File: src/rtl/regfile_scb_pkg.sv
// Shared widths, bus types and enable constants for the scoreboarded register file.
package regfile_scb_pkg;

    localparam int RegW     = 32;
    localparam int RegNum   = 32;
    localparam int RegAddrW = 5;
    localparam int TagW     = 4;
    localparam int NumRd    = 2;
    localparam int NumWb    = 2;

    typedef logic [RegW-1:0]     RegBus;
    typedef logic [RegAddrW-1:0] RegAddrBus;
    typedef logic [TagW-1:0]     TagBus;

    localparam RegBus ZeroWord    = '0;
    localparam logic  WriteEnable = 1'b1;
    localparam logic  ReadEnable  = 1'b1;

endpackage

File: src/rtl/regfile_scb_if.sv
// Issue, writeback and read-port bundle between the core and the register file.
interface regfile_scb_if
    import regfile_scb_pkg::*;
#(
    parameter int XLEN   = RegW,
    parameter int REG_AW = RegAddrW,
    parameter int TAG_W  = TagW,
    parameter int NUM_RD = NumRd,
    parameter int NUM_WB = NumWb
) ();

    logic                       rdy;
    logic                       flush;
    logic                       iss_en;
    logic [REG_AW-1:0]          iss_rd;
    logic [TAG_W-1:0]           iss_tag;
    logic [NUM_WB-1:0]          wb_en;
    logic [NUM_WB*REG_AW-1:0]   wb_rd;
    logic [NUM_WB*TAG_W-1:0]    wb_tag;
    logic [NUM_WB*XLEN-1:0]     wb_data;
    logic [NUM_RD-1:0]          re;
    logic [NUM_RD*REG_AW-1:0]   raddr;
    logic [NUM_RD*XLEN-1:0]     rdata;
    logic [NUM_RD-1:0]          rbusy;
    logic [NUM_RD*TAG_W-1:0]    rtag;

    modport master (
        output rdy, flush, iss_en, iss_rd, iss_tag,
        output wb_en, wb_rd, wb_tag, wb_data, re, raddr,
        input  rdata, rbusy, rtag
    );

    modport slave (
        input  rdy, flush, iss_en, iss_rd, iss_tag,
        input  wb_en, wb_rd, wb_tag, wb_data, re, raddr,
        output rdata, rbusy, rtag
    );

endinterface

File: src/rtl/regfile_scb_rd_port.sv
// One combinational read port: forwards same-cycle writeback data and busy-clear.
module regfile_scb_rd_port
    import regfile_scb_pkg::*;
#(
    parameter int XLEN   = RegW,
    parameter int REG_AW = RegAddrW,
    parameter int TAG_W  = TagW,
    parameter int NUM_WB = NumWb
) (
    input  logic                     en,
    input  logic [REG_AW-1:0]        raddr,
    input  logic [XLEN-1:0]          reg_val,
    input  logic                     busy_val,
    input  logic [TAG_W-1:0]         tag_val,
    input  logic [NUM_WB-1:0]        wb_en,
    input  logic [NUM_WB*REG_AW-1:0] wb_rd,
    input  logic [NUM_WB*TAG_W-1:0]  wb_tag,
    input  logic [NUM_WB*XLEN-1:0]   wb_data,
    output logic [XLEN-1:0]          rdata,
    output logic                     rbusy,
    output logic [TAG_W-1:0]         rtag
);

    logic [XLEN-1:0] fwd_data;
    logic            fwd_clr;

    always_comb begin
        fwd_data = reg_val;
        fwd_clr  = 1'b0;
        rdata    = '0;
        rbusy    = 1'b0;
        rtag     = '0;
        // Ascending scan so the youngest matching commit supplies the data.
        for (int i = 0; i < NUM_WB; i++) begin
            if (wb_en[i] && wb_rd[i*REG_AW +: REG_AW] == raddr) begin
                fwd_data = wb_data[i*XLEN +: XLEN];
                if (wb_tag[i*TAG_W +: TAG_W] == tag_val) begin
                    fwd_clr = 1'b1;
                end
            end
        end
        if (en == ReadEnable && raddr != '0) begin
            rdata = fwd_data;
            rbusy = busy_val & ~fwd_clr;
            rtag  = tag_val;
        end
    end

endmodule

File: src/rtl/regfile_scb.sv
// Multi-port integer register file with busy/tag scoreboard and same-cycle bypass.
module regfile_scb
    import regfile_scb_pkg::*;
#(
    parameter int XLEN    = RegW,
    parameter int REG_NUM = RegNum,
    parameter int REG_AW  = RegAddrW,
    parameter int TAG_W   = TagW,
    parameter int NUM_RD  = NumRd,
    parameter int NUM_WB  = NumWb
) (
    input  logic         clk,
    input  logic         rst,
    regfile_scb_if.slave bus
);

    logic [XLEN-1:0]    regs_reg  [REG_NUM];
    logic [XLEN-1:0]    regs_next [REG_NUM];
    logic [TAG_W-1:0]   tag_reg   [REG_NUM];
    logic [TAG_W-1:0]   tag_next  [REG_NUM];
    logic [REG_NUM-1:0] busy_reg;
    logic [REG_NUM-1:0] busy_next;
    logic               active;

    assign active = ~rst & bus.rdy;

    always_comb begin
        regs_next = regs_reg;
        tag_next  = tag_reg;
        busy_next = busy_reg;
        for (int r = 1; r < REG_NUM; r++) begin
            for (int i = 0; i < NUM_WB; i++) begin
                if (bus.wb_en[i] == WriteEnable &&
                    bus.wb_rd[i*REG_AW +: REG_AW] == REG_AW'(r)) begin
                    regs_next[r] = bus.wb_data[i*XLEN +: XLEN];
                    // A commit from an older producer must not release a newer rename.
                    if (bus.wb_tag[i*TAG_W +: TAG_W] == tag_reg[r]) begin
                        busy_next[r] = 1'b0;
                    end
                end
            end
        end
        if (bus.flush) begin
            busy_next = '0;
        end else if (bus.iss_en && bus.iss_rd != '0) begin
            busy_next[bus.iss_rd] = 1'b1;
            tag_next[bus.iss_rd]  = bus.iss_tag;
        end
    end

    always_ff @(posedge clk or posedge rst) begin
        if (rst) begin
            for (int r = 0; r < REG_NUM; r++) begin
                regs_reg[r] <= '0;
                tag_reg[r]  <= '0;
            end
            busy_reg <= '0;
        end else if (bus.rdy) begin
            regs_reg <= regs_next;
            tag_reg  <= tag_next;
            busy_reg <= busy_next;
        end
    end

    logic [NUM_RD-1:0][XLEN-1:0]  rdata_w;
    logic [NUM_RD-1:0]            rbusy_w;
    logic [NUM_RD-1:0][TAG_W-1:0] rtag_w;

    generate
        for (genvar gi = 0; gi < NUM_RD; gi++) begin : g_rd
            logic [REG_AW-1:0] ra;
            assign ra = bus.raddr[gi*REG_AW +: REG_AW];

            regfile_scb_rd_port #(
                .XLEN   (XLEN),
                .REG_AW (REG_AW),
                .TAG_W  (TAG_W),
                .NUM_WB (NUM_WB)
            ) u_rd_port (
                .en       (bus.re[gi] & active),
                .raddr    (ra),
                .reg_val  (regs_reg[ra]),
                .busy_val (busy_reg[ra]),
                .tag_val  (tag_reg[ra]),
                .wb_en    (bus.wb_en),
                .wb_rd    (bus.wb_rd),
                .wb_tag   (bus.wb_tag),
                .wb_data  (bus.wb_data),
                .rdata    (rdata_w[gi]),
                .rbusy    (rbusy_w[gi]),
                .rtag     (rtag_w[gi])
            );
        end
    endgenerate

    assign bus.rdata = rdata_w;
    assign bus.rbusy = rbusy_w;
    assign bus.rtag  = rtag_w;

endmodule

File: src/flat_wrapper.sv
// flat-port wrapper written by rule: the top's interface ports become plain ports
module regfile_scb_flat import regfile_scb_pkg::*;
#(
    parameter int XLEN    = RegW,
    parameter int REG_NUM = RegNum,
    parameter int REG_AW  = RegAddrW,
    parameter int TAG_W   = TagW,
    parameter int NUM_RD  = NumRd,
    parameter int NUM_WB  = NumWb
)
  (clk, rst, bus_rdy, bus_flush, bus_iss_en, bus_iss_rd, bus_iss_tag, bus_wb_en, bus_wb_rd, bus_wb_tag, bus_wb_data, bus_re, bus_raddr, bus_rdata, bus_rbusy, bus_rtag);
  regfile_scb_if #(.XLEN(XLEN), .REG_AW(REG_AW), .TAG_W(TAG_W), .NUM_RD(NUM_RD), .NUM_WB(NUM_WB)) bus_i ();
  input  logic clk;
  input  logic rst;
  input wire logic [$bits(bus_i.rdy)-1:0] bus_rdy;
  input wire logic [$bits(bus_i.flush)-1:0] bus_flush;
  input wire logic [$bits(bus_i.iss_en)-1:0] bus_iss_en;
  input wire logic [$bits(bus_i.iss_rd)-1:0] bus_iss_rd;
  input wire logic [$bits(bus_i.iss_tag)-1:0] bus_iss_tag;
  input wire logic [$bits(bus_i.wb_en)-1:0] bus_wb_en;
  input wire logic [$bits(bus_i.wb_rd)-1:0] bus_wb_rd;
  input wire logic [$bits(bus_i.wb_tag)-1:0] bus_wb_tag;
  input wire logic [$bits(bus_i.wb_data)-1:0] bus_wb_data;
  input wire logic [$bits(bus_i.re)-1:0] bus_re;
  input wire logic [$bits(bus_i.raddr)-1:0] bus_raddr;
  output wire logic [$bits(bus_i.rdata)-1:0] bus_rdata;
  output wire logic [$bits(bus_i.rbusy)-1:0] bus_rbusy;
  output wire logic [$bits(bus_i.rtag)-1:0] bus_rtag;
  assign bus_i.rdy = bus_rdy;
  assign bus_i.flush = bus_flush;
  assign bus_i.iss_en = bus_iss_en;
  assign bus_i.iss_rd = bus_iss_rd;
  assign bus_i.iss_tag = bus_iss_tag;
  assign bus_i.wb_en = bus_wb_en;
  assign bus_i.wb_rd = bus_wb_rd;
  assign bus_i.wb_tag = bus_wb_tag;
  assign bus_i.wb_data = bus_wb_data;
  assign bus_i.re = bus_re;
  assign bus_i.raddr = bus_raddr;
  assign bus_rdata = bus_i.rdata;
  assign bus_rbusy = bus_i.rbusy;
  assign bus_rtag = bus_i.rtag;
  regfile_scb #(.XLEN(XLEN), .REG_NUM(REG_NUM), .REG_AW(REG_AW), .TAG_W(TAG_W), .NUM_RD(NUM_RD), .NUM_WB(NUM_WB)) u_core (.clk(clk), .rst(rst), .bus(bus_i));
endmodule
File: config.mk
export PLATFORM = sky130hd
export DESIGN_NAME = regfile_scb_flat
export DESIGN_NICKNAME = d
export VERILOG_FILES = /design/src/rtl/regfile_scb_pkg.sv /design/src/rtl/regfile_scb_if.sv /design/src/rtl/regfile_scb_rd_port.sv /design/src/rtl/regfile_scb.sv /design/src/flat_wrapper.sv
export SDC_FILE = /design/constraint.sdc
export NUM_CORES = 2
export LEC_CHECK = 0
export CAP_MARGIN = 10
export CORE_AREA = 2 2 358 360
export CTS_CLUSTER_DIAMETER = 60
export CTS_CLUSTER_SIZE = 25
export DETAILED_ROUTE_END_ITERATION = 10
export DIE_AREA = 0 0 360 362
export GPL_ROUTABILITY_DRIVEN = 1
export PLACE_DENSITY = 0.77
export SLEW_MARGIN = 30
export SYNTH_ARGS = -nofsm -noshare
export SYNTH_HDL_FRONTEND = slang
export SYNTH_SLANG_ARGS = --single-unit
File: constraint.sdc
create_clock -name clk -period 92.3 [get_ports clk]
set_input_delay 18.46 -clock clk [delete_from_list [all_inputs] [get_ports clk]]
set_output_delay 18.46 -clock clk [all_outputs]
set_load 0.02 [all_outputs]
==> results_dict.tcl <==
set metrics [dict create \
    period_needed_ns 41.47 \
    first_iter_violations 9526 \
    cts.repair.resized 0 \
    p_leak_uw 0.0371 \
    cts_tree "done" \
    cp.required_ns 73.84 \
    grt_pass1_vias 62500 \
    hold_depth 0 \
    place_hpwl_microns 144000 \
    cts_buffer_depth 3 \
    setup_tns_ns 0 \
    die_h_microns 362 \
    yosys-top-cells-count "nand2_1, dfrtp_1, o21ai_0" \
    fmax_ghz 0.0241 \
    post_cts_buffers 0 \
    min_path_type "flop to flop" \
    die-area_sq_um 130000 \
    track_usage 0.420 \
    timing.rr.end "u_core.busy_reg[29]$_DFFE_PP0P_" \
    reg2reg_depth 5 \
    cp-start-kind "primary input" \
    yosys.area.top_type "dfrtp_1" \
    initial_core_util 0.595 \
    post_route_cells_drive_above_1_share 0.196 \
    path_class "primary input to primary output" \
    placed_area_sq_um 77700 \
    syn_inst 7059 \
    worst_slew_pin_slew_ns 1.28 \
    hp-start "u_core.tag_reg[126]$_DFFE_PP0P_" \
    ys_types 60 \
    setup_viol 0 \
    ff2ff_setup_slack_ns 90.67 \
    cp.arrival_ns 23.01 \
    via_count 62200 \
    worstSkewPairLatency_ns 0.77 \
    die_x_microns 360 \
    synth-async-reset-ratio 1.00 \
    synthTopCellsByArea "dfrtp_1, mux4_2, mux2i_1, o21ai_0, nand2_1" \
    netlist_area_sq_um 75400 \
    synth.avg_cell_area_sq_um 10.7 \
    hold_buffers 0 \
    synth_top_area_frac 0.382 \
    grt_pass1_wl_microns 406000 \
    fillCellCount 9413 \
    final_cell_area_sq_um 82100 \
    drc 0 \
    numCtsBuffers 107 \
    clockRootBuffer "clkbuf_16" \
    largest_reg_flops 992 \
    drt_first_pass_iters 9 \
    wl_per_cell_microns 32.5 \
    rsz0062_at_grt "false" \
    design.core.area_sq_um 127000 \
    syn-num-nets 7169 \
    overflow 0 \
    slew-limit-headroom 0.147 \
    ios 184 \
    clk_pin_slew_worst_paths_ns 0.07 \
    cp_max_fo 62 \
    hold_viol_final 0 \
    ctsHtreeMaxLevel 3 \
    end_kind "primary output" \
    yosysSeqAreaShare 0.382 \
    fin_crit_sh 0.449 \
    vdd_ir_drop_max_mv 0.0151 \
    cts.sinks 1152 \
    yosys_warnings 0 \
    drv_cap 0 \
    synth-edff-count 0 \
    clock_skew_ns 0.0139 \
    rows 131 \
    hold_path_end "u_core.tag_reg[126]$_DFFE_PP0P_" \
    antenna_found_initial 9 \
    nNetsFinal 6788 \
    ant_nets 0 \
    ys.flop_type "dfrtp_1" \
    status "completed" \
    gp_congestion 0.937 \
    ys_ff_latch 1152 \
    pwr_density_cell_nw_per_um2 18.7 \
    syn2layout_area_growth_pct 8.79 \
    wl_microns 274000 \
    io_buffers 183 \
    grt_start_max_net_pins 156 \
    maxSlewViolCount 0 \
    r2r-start "u_core.tag_reg[11]$_DFFE_PP0P_" \
    yosysMostFrequentCell "nand2_1" \
    via_per_inst 7.37 \
]
-- critical path, stage by stage --
cell	delay [ns]
buf_8	0.33
buf_4	0.87
buf_4	0.92
mux2_2	0.43
a22o_1	0.18
mux4_2	0.44
nor2_1	0.10
nor3_1	0.07
a21oi_1	0.41
o21ai_1	0.11
clkdlybuf4s50_1	0.57
-- worst max path at each step --
stage                       startpoint                              to  slack (ns)  cells after the start
after floorplan                    rst  u_core.busy_reg[0]$_DFFE_PP0P_       41.39                      1
after global placement    bus_raddr[5]                   bus_rdata[57]       50.58                     10
after detailed placement  bus_raddr[5]                   bus_rdata[54]       50.81                     10
after CTS                 bus_raddr[5]                   bus_rdata[54]       50.81                     10
after global routing      bus_raddr[0]                   bus_rdata[19]       50.68                     11
final                     bus_raddr[6]                   bus_rdata[63]       50.83                     11
-- power breakdown --
part	leakage (uW)	switching (uW)	total [uW]	internal [uW]
logic	0.0201	168	347	179
clock network	0.00192	250	505	255
registers	0.0151	84.1	686	602
-- cells in the final DEF, fill, tap and decap left out, types with 34 or more instances in the layout --
cell             synthesis  layout
clkdlybuf4s50_1          0     140
clkbuf_16                0     109
nand2_1               1162    1129
mux2i_1               1022    1022
nor2_1                 188     174
a22o_1                  74      74
a21oi_1                 63      63
xor2_1                 122     122
buf_4                   16     117
buf_6                    7      34
dfrtp_1               1152    1152
xnor2_1                158     158
mux4_2                 647     647
nor3_1                  72      70
mux2_2                 189     189
o21ai_1                 50      40
nand4_1                 41      41
o21ai_0               1085    1082
-- routing by layer --
layer  global-route usage  wire [microns]
met1                0.512           92600
met4                0.311           22800
met2                0.620          120000
met5              0.00518             116
met3                0.148           38900
-- metrics by stage --
step                      setup WS (ns)  hold WS [ns]  instances  power [uW]   util
after floorplan                   41.39         0.441       7059         930      -
after global placement            50.58         0.379       8215        1000  0.612
after detailed placement          50.81         0.387       8220        1030  0.613
after CTS                         50.81         0.402       8423        1520  0.645
after global routing              50.68         0.407       8436        1590  0.648
final                             50.83         0.403       8442        1540  0.648
-- kinds of logic (layout without fill, tap and decap cells) --
logic type      count (synthesis)  in the layout  synth area share
buf+inv                       845            558            0.0456
flops                        1152           1152             0.382
compound gates               1331           1331            0.0944
simple gates                 1586           1586            0.0859
xor+xnor                      280            280            0.0325
mux                          1865           1865             0.359
other cells                     0              8                 0
-- area by class of cell --
class | instances | area [sq um] | share of cell area
Timing Repair Buffer | 346 | 3310 | 0.0404
Antenna cell | 8 | 20.0 | 0.000244
Tap cell | 1662 | 2080 | 0.0253
Clock buffer | 115 | 2780 | 0.0339
Sequential cell | 1152 | 28800 | 0.351
Clock inverter | 88 | 1160 | 0.0142
Multi-Input combinational cell | 5062 | 43800 | 0.534
Inverter | 9 | 48.8 | 0.000595
Power figures use the tool's default switching activity.
